==> src/rtl/fft_bitrev_reorder.sv <==
// Reorders bit-reversed 4-point FFT frames into natural order through a
// ping-pong buffer; full-rate input, gap-free output, sticky drop flag.
module fft_bitrev_reorder #(
  parameter int n       = 8,
  parameter int PTS     = 4,
  parameter int LOG2PTS = 2
) (
  input  logic         clk,
  input  logic         clear,
  input  logic [n-1:0] din,
  input  logic         din_valid,
  input  logic         din_sof,
  output logic [n-1:0] dout,
  output logic         dout_valid,
  output logic         dout_sof,
  output logic         overflow
);

  typedef enum logic {IDLE = 1'b0, READ = 1'b1} rd_state_t;

  rd_state_t          state, state_nxt;
  logic [LOG2PTS-1:0] wcnt, wr_k;
  logic [LOG2PTS-1:0] rcnt, rcnt_nxt, rd_addr;
  logic               wbank, rbank;
  logic [1:0]         full, full_nxt;
  logic               wr_ok, wr_done;
  logic               rd_fire, rd_sof, rd_last;
  logic [n-1:0]       mem [2][PTS];

  function automatic logic [LOG2PTS-1:0] bitrev(input logic [LOG2PTS-1:0] a);
    logic [LOG2PTS-1:0] r;
    for (int i = 0; i < LOG2PTS; i++) r[i] = a[LOG2PTS-1-i];
    return r;
  endfunction

  // Write side: a sof forces index 0 so a partial frame is simply overwritten.
  assign wr_k    = din_sof ? '0 : wcnt;
  assign wr_ok   = din_valid && !full[wbank];
  assign wr_done = wr_ok && (wr_k == LOG2PTS'(PTS-1));

  always_ff @(posedge clk) begin
    if (wr_ok) mem[wbank][bitrev(wr_k)] <= din;
  end

  // Reader: IDLE emits word 0 on the same edge it sees a full bank, so
  // back-to-back frames drain with no bubble.
  always_comb begin
    state_nxt = state;
    rcnt_nxt  = rcnt;
    rd_fire   = 1'b0;
    rd_sof    = 1'b0;
    rd_last   = 1'b0;
    rd_addr   = '0;
    case (state)
      IDLE: begin
        if (full[rbank]) begin
          rd_fire   = 1'b1;
          rd_sof    = 1'b1;
          rcnt_nxt  = LOG2PTS'(1);
          state_nxt = READ;
        end
      end
      READ: begin
        rd_fire  = 1'b1;
        rd_addr  = rcnt;
        rcnt_nxt = rcnt + 1'b1;
        if (rcnt == LOG2PTS'(PTS-1)) begin
          rd_last   = 1'b1;
          state_nxt = IDLE;
        end
      end
      default: state_nxt = IDLE;
    endcase
  end

  // Writer and reader always touch different banks' full bits on one edge.
  always_comb begin
    full_nxt = full;
    if (wr_done) full_nxt[wbank] = 1'b1;
    if (rd_last) full_nxt[rbank] = 1'b0;
  end

  always_ff @(posedge clk or negedge clear) begin
    if (!clear) begin
      state <= IDLE;
      rcnt  <= '0;
    end else begin
      state <= state_nxt;
      rcnt  <= rcnt_nxt;
    end
  end

  always_ff @(posedge clk or negedge clear) begin
    if (!clear) begin
      wcnt       <= '0;
      wbank      <= 1'b0;
      rbank      <= 1'b0;
      full       <= 2'b00;
      overflow   <= 1'b0;
      dout       <= '0;
      dout_valid <= 1'b0;
      dout_sof   <= 1'b0;
    end else begin
      full <= full_nxt;
      if (din_valid) begin
        if (full[wbank]) begin
          overflow <= 1'b1;
        end else begin
          wcnt <= wr_k + 1'b1;
          if (wr_done) wbank <= ~wbank;
        end
      end
      if (rd_last) rbank <= ~rbank;
      dout_valid <= rd_fire;
      dout_sof   <= rd_sof;
      if (rd_fire) dout <= mem[rbank][rd_addr];
    end
  end

endmodule
==> config.mk <==
export PLATFORM = sky130hd
export DESIGN_NAME = fft_bitrev_reorder
export DESIGN_NICKNAME = d
export VERILOG_FILES = /design/src/rtl/fft_bitrev_reorder.sv
export SDC_FILE = /design/constraint.sdc
export NUM_CORES = 1
export LEC_CHECK = 0
export BUFFER_PORTS_ARGS = -buffer_cell sky130_fd_sc_hd__clkbuf_2
export CAP_MARGIN = 20
export CORE_UTILIZATION = 40
export DETAILED_ROUTE_END_ITERATION = 16
export HOLD_SLACK_MARGIN = 0.03
export PLACE_DENSITY_LB_ADDON = 0.1
export SYNTH_ARGS = -nofsm -noshare
export SYNTH_HDL_FRONTEND = slang
export SYNTH_SLANG_ARGS = --single-unit
==> constraint.sdc <==
create_clock -name clk -period 2.4 [get_ports clk]
set_clock_uncertainty 0.2 [all_clocks]
set_input_delay 0.48 -clock clk [delete_from_list [all_inputs] [get_ports clk]]
set_output_delay 0.48 -clock clk [all_outputs]
set_load 0.02 [all_outputs]
Yosys cells after proc, flatten, opt, wreduce, memory -nomap -nowiden
Memory sizes are Yosys's and may differ from the RTL's.
Index checks and enable logic that the tools add are counted.
W data, S select, Z words.
{"block": "classes", "n_addsub": 2, "order_cmp": 7, "n_eq_ne": 3, "muxes": 28, "bitwise_logic": 9, "reduce_logical": 9}
{"operator": "$mux W32", "n": 1}
{"operator": "$mux W8", "n": 3}
{"operator": "$bmux W8 S2", "n": 1}
{"operator": "$demux W8 S2", "n": 1}
{"operator": "$mux W1", "n": 12}
{"operator": "$mux W2", "n": 5}
{"operator": "$ge A3 B3 Y1 const B", "n": 2}
{"operator": "$not A2 Y3", "n": 2}
{"operator": "$logic_and A1 B1 Y1", "n": 5}
{"operator": "$add A2 B1 Y2 const B", "n": 2}
{"operator": "$eq A2 B2 Y1 const B", "n": 2}
{"operator": "$lt A1 B2 Y1 const B", "n": 2}
{"operator": "$not A1 Y1", "n": 4}
{"operator": "$pmux W1 S2", "n": 2}
{"operator": "$pmux W2 S2", "n": 1}
{"operator": "$reduce_and A2 Y1", "n": 2}
{"operator": "$lt A3 B1 Y1 const B", "n": 1}
{"operator": "$reduce_and A3 Y1", "n": 1}
{"operator": "$and A2 B2 Y2", "n": 1}
{"operator": "$demux W1 S1", "n": 2}
{"operator": "$ge A1 B1 Y1 const B", "n": 2}
{"operator": "$ne A2 B2 Y1 const B", "n": 1}
{"operator": "$not A2 Y2", "n": 1}
{"operator": "$or A2 B2 Y2", "n": 1}
{"operator": "$logic_not A1 Y1", "n": 1}
{"block": "word_totals", "ff_bits": 20, "ram_bits": 64, "input_bits": 12, "output_inout_bits": 11, "memories": 1}
{"name": "mem", "words": 2, "width": 32, "read_ports": 1, "rd_clocked_by_memory_dff": 0, "write_ports": 1, "line": "28", "source": "logic [n-1:0] mem [2][PTS];"}

Depth between registers and ports, before layout
{"block": "logic_depth", "ltp_word": 8, "mapped_depth": 5}

Worst setup path after synthesis
No wires, ideal clock.
{"block": "synth_path", "path_kind": "input port to flip-flop", "start": "in din_sof", "end": "mem mem[0][0] (netlist bit) (enable)", "setup_time_ns": 0.387, "arrival_time_ns": 1.562, "t_required_ns": 1.813, "path_slack_ns": 0.251, "cell_stages": 4, "path_buffers": 0, "path_cell_list": "nor2b_1 ha_1 nand2_1 nor3_1"}
{"block": "synth_between", "elab_chain_cells": 7, "elab_cells_between_ends": 8}
{"item": "start, declared", "line": "12", "source": "input logic din_sof,"}
{"item": "$mux W2 *", "line": "37", "source": "assign wr_k = din_sof ? '0 : wcnt;"}
{"item": "$not A2 Y3 (implied by the code) *", "line": "42", "source": "if (wr_ok) mem[wbank][bitrev(wr_k)] <= din;"}
{"item": "$ge A3 B3 Y1 (implied by the code) or $lt A3 B1 Y1 (tied branches)", "line": "42"}
{"item": "$logic_and A1 B1 Y1 (implied by the code)", "line": "42"}
{"item": "$mux W8 (implied by the code)", "line": "42"}
{"item": "$demux W8 S2 *", "line": "42"}
{"item": "$mux W32 (implied by the code) *", "line": "42"}
{"item": "end, declared", "line": "28"}
Mark *: on every way between the ends. The rest lies on a longest branch, timed or not.

Final worst setup path
{"block": "layout_path", "start": "reg wcnt[0]", "end": "mem mem[1][31] (netlist bit) (enable)"}
{"block": "layout_between", "elab_chain_cells": 7, "elab_cells_between_ends": 8}
{"item": "start, declared", "line": "22", "source": "logic [LOG2PTS-1:0] wcnt, wr_k;"}
{"item": "start signal, assigned", "line": "109", "source": "wcnt <= wr_k + 1'b1;"}
{"item": "$mux W2 *", "line": "37"}
{"item": "$not A2 Y3 (implied by the code) *", "line": "42"}
{"item": "$ge A3 B3 Y1 (implied by the code) or $lt A3 B1 Y1 (tied branches)", "line": "42"}
{"item": "$logic_and A1 B1 Y1 (implied by the code)", "line": "42"}
{"item": "$mux W8 (implied by the code)", "line": "42"}
{"item": "$demux W8 S2 *", "line": "42"}
{"item": "$mux W32 (implied by the code) *", "line": "42"}
Marked as above.

==> impl_metrics.toml <==
[synth]
ys_types = 28
ys.flop_type = "edfxtp_1"
synth_top_area_cell = "edfxtp_1"
synth_seq_cells = 84
yosysSeqAreaShare_pct = 73.98
synth_nets = 195
netlist_area_mm2 = 0.003274
synth_edf_count = 64
synthCells = 178
synthTopCellsByArea = "edfxtp_1, dfrtp_1, mux2i_1, mux4_2, o221a_1"
async_flop_share_pct = 23.81
avgSynthCellArea_um2 = 18.40
yosysTopAreaCellShare_pct = 58.69
yosysWarnings = 0

[detailed_routing]
wire_per_inst_um = 19.82
vias_per_cell = 5.234
firstDrtPassIters = 4
ant_nets = 0
drt_first_iter_violations = 73
drt_wl_total_um = 6343
route.detailed.drc = 0
wl_met1_um = 2877
vias = 1675
dr.max_layer_used = "met4"
met3_length_um = 190
met2WireLength_um = 3113

[place]
hpwl_um = 4091
place_area_mm2 = 0.003528
port-buffer-count = 22
gp_congestion = 0.7021

[clock_network]
clockBufferDepth = 2
numCtsBuffers = 9
clock_latency_ps = 350
cts_tree = "done"
cts_resized = 0
postCtsSetupRepairBufs = 0
clkSlewWorstSetupHoldPaths_ps = 90
hold_buffers = 1
clock-root-buffer = "clkbuf_8"
clkSinkCount = 84
htree_levels = 3

[hold_path]
worstHoldStart = "din[4]"
whs_path_depth = 1
min_to = "mem[0][28]"
min_path_type = "in -> reg"

[floorplanning]
chipWidth_um = 92.48
rows = 32
chipHeight_um = 92.48
start_util_pct = 41.94
core-area_mm2 = 0.007807
io-pin-count = 23
dieArea_mm2 = 0.008552

[setup_path]
path_class = "reg -> reg"
rr_endpoint = "mem[1][31]"
reg2reg_depth = 5
crit_chain = "nor2b_1 -> inv_1 -> ha_1 -> nand2_1 -> nor2_1"
cp.arrival_ps = 1840
endpoint_kind = "flip-flop"
slowest_stage = "nor2_1"
worstPathMaxFanout = 8
r2r_slack_ps = 340
crit_path_max_incr_delay_ps = 630
crit_path_start_kind = "flip-flop"
worstReg2RegStart = "wcnt[0]"
critPathRequiredTime_ps = 2180

[global_routing]
grt_pass1_vias = 1820
grt_pass1_wl_um = 10140
grt_max_degree = 21
antenna_found_initial = 0
grt_use_total_pct = 16.80
overflow = 0

[timing]
fmax_mhz = 486.2
setup_viol = 0
max-slew-margin-rel_pct = 45.19
post-route-period-util_pct = 85.70
hold_viol_final = 0
drv_slew = 0
worst_slew_pin_slew_ps = 819.1
setup_tns_ps = 0
grt_setup_unrepaired = "false"
post-route-min-period_ps = 2057

[power_and_ir_drop]
p_per_area_mw_per_mm2 = 1180
irDropWorstVdd_mv = 0.4026
post-layout-total-power_mw = 4.431
leakage_nw = 1.381

[final_layout]
nNetsFinal = 230
design_area_mm2 = 0.003754
area_growth_pct = 14.64
antenna-diode-count = 0
drive_above_1_share_pct = 27.06

[run_status]
status = "completed"

[run]
maxCapViolations = 0
==> final cells by class <==
type                       count  area [um^2]
tap                          102        127.6
clock inverter                 6        87.58
fill                         673         4054
inverter                       4        15.01
multi-input combinational     83        793.3
sequential                    84         2422
clock buffer                  10        127.6
timing repair buffer          31        180.2
==> worst max-delay path by stage <==
stage	from	to	slack [ps]	depth (start not counted)
3_3_place_gp	din_sof	mem[1][13]	270	5
4_1_cts	wcnt[0]	mem[1][31]	340	5
3_5_place_dp	din_sof	mem[1][11]	180	5
2_1_floorplan	din_sof	mem[0][0]	250	4
6_report	wcnt[0]	mem[1][31]	340	5
5_1_grt	wcnt[1]	mem[1][31]	230	5
==> stage by stage <==
stage / cells / utilization [%] / setup slack (ps) / hold WS (ps)
finish: 320 / 48.08 / 343.3 / 212.3
global placement: 303 / 45.19 / 269.6 / 265.4
CTS: 320 / 48.08 / 340.5 / 197.1
detailed placement: 303 / 45.19 / 182.3 / 273.3
floorplan: 178 / - / 251.2 / -15.59
global route: 320 / 48.08 / 230.8 / 216.8
==> routing by layer <==
metal / track usage [%] / vias up
met5: 0 / -
met4: 8.984 / 0
met3: 2.791 / 13
met2: 26.73 / 31
met1: 22.10 / 863
li1: - / 768
==> logic make-up after synthesis <==
logic type,synth area share [%]
and+or+nand+nor,4.165
AOI/OAI and AO/OA,5.847
muxes,12.04
xor gates and xnor gates,0.2675
DFF,73.98
adders and majority gates,1.911
buffers and inverters,1.796
==> power breakdown <==
group | total (mW) | switching [mW] | internal, mW
clock network | 1.09 | 0.499 | 0.588
registers | 2.00 | 0.164 | 1.84
logic | 1.34 | 0.745 | 0.594
total | 4.43 | 1.41 | 3.02
==> flip-flops by register name (all words and copies together), names as in the netlist, 2 cells and up <==
register  flops
full          2
wcnt          2
dout          8
rcnt          2
mem          64
==> synth_stat cells (all sizes together) (3+ instances only) <==
cell type / instances
inv: 4
nand2: 8
nor2: 5
o221a: 8
edfxtp: 64
nor3: 4
buf: 7
ha: 5
dfrtp: 20
nand2b: 3
a22oi: 8
mux4: 8
mux2: 3
mux2i: 18
==> worst max-delay path, delay by kind of cell, from the launching register on <==
family / cells / cell delay, ps
flip-flops: 1 / 380
AND/OR/NAND/NOR: 3 / 860
buffers and inverters: 1 / 100
adder cells (fa/ha/maj): 1 / 140
==> cells in the final DEF (no fill, tap or decap), types with 2 or more instances in the layout <==
master	instances
o21a_1	2
o221a_1	8
edfxtp_1	64
ha_1	5
clkbuf_8	9
bufinv_16	2
buf_4	8
clkinv_2	2
inv_1	4
mux4_2	8
clkbuf_2	22
a22oi_1	8
dfrtp_1	20
o21ai_0	2
mux2i_1	18
nand2_1	7
nor2_1	5
mux2_2	3
nor3_1	4
nand2b_1	3
nor2b_1	2
No activity file was read; power rests on OpenSTA's default activity.
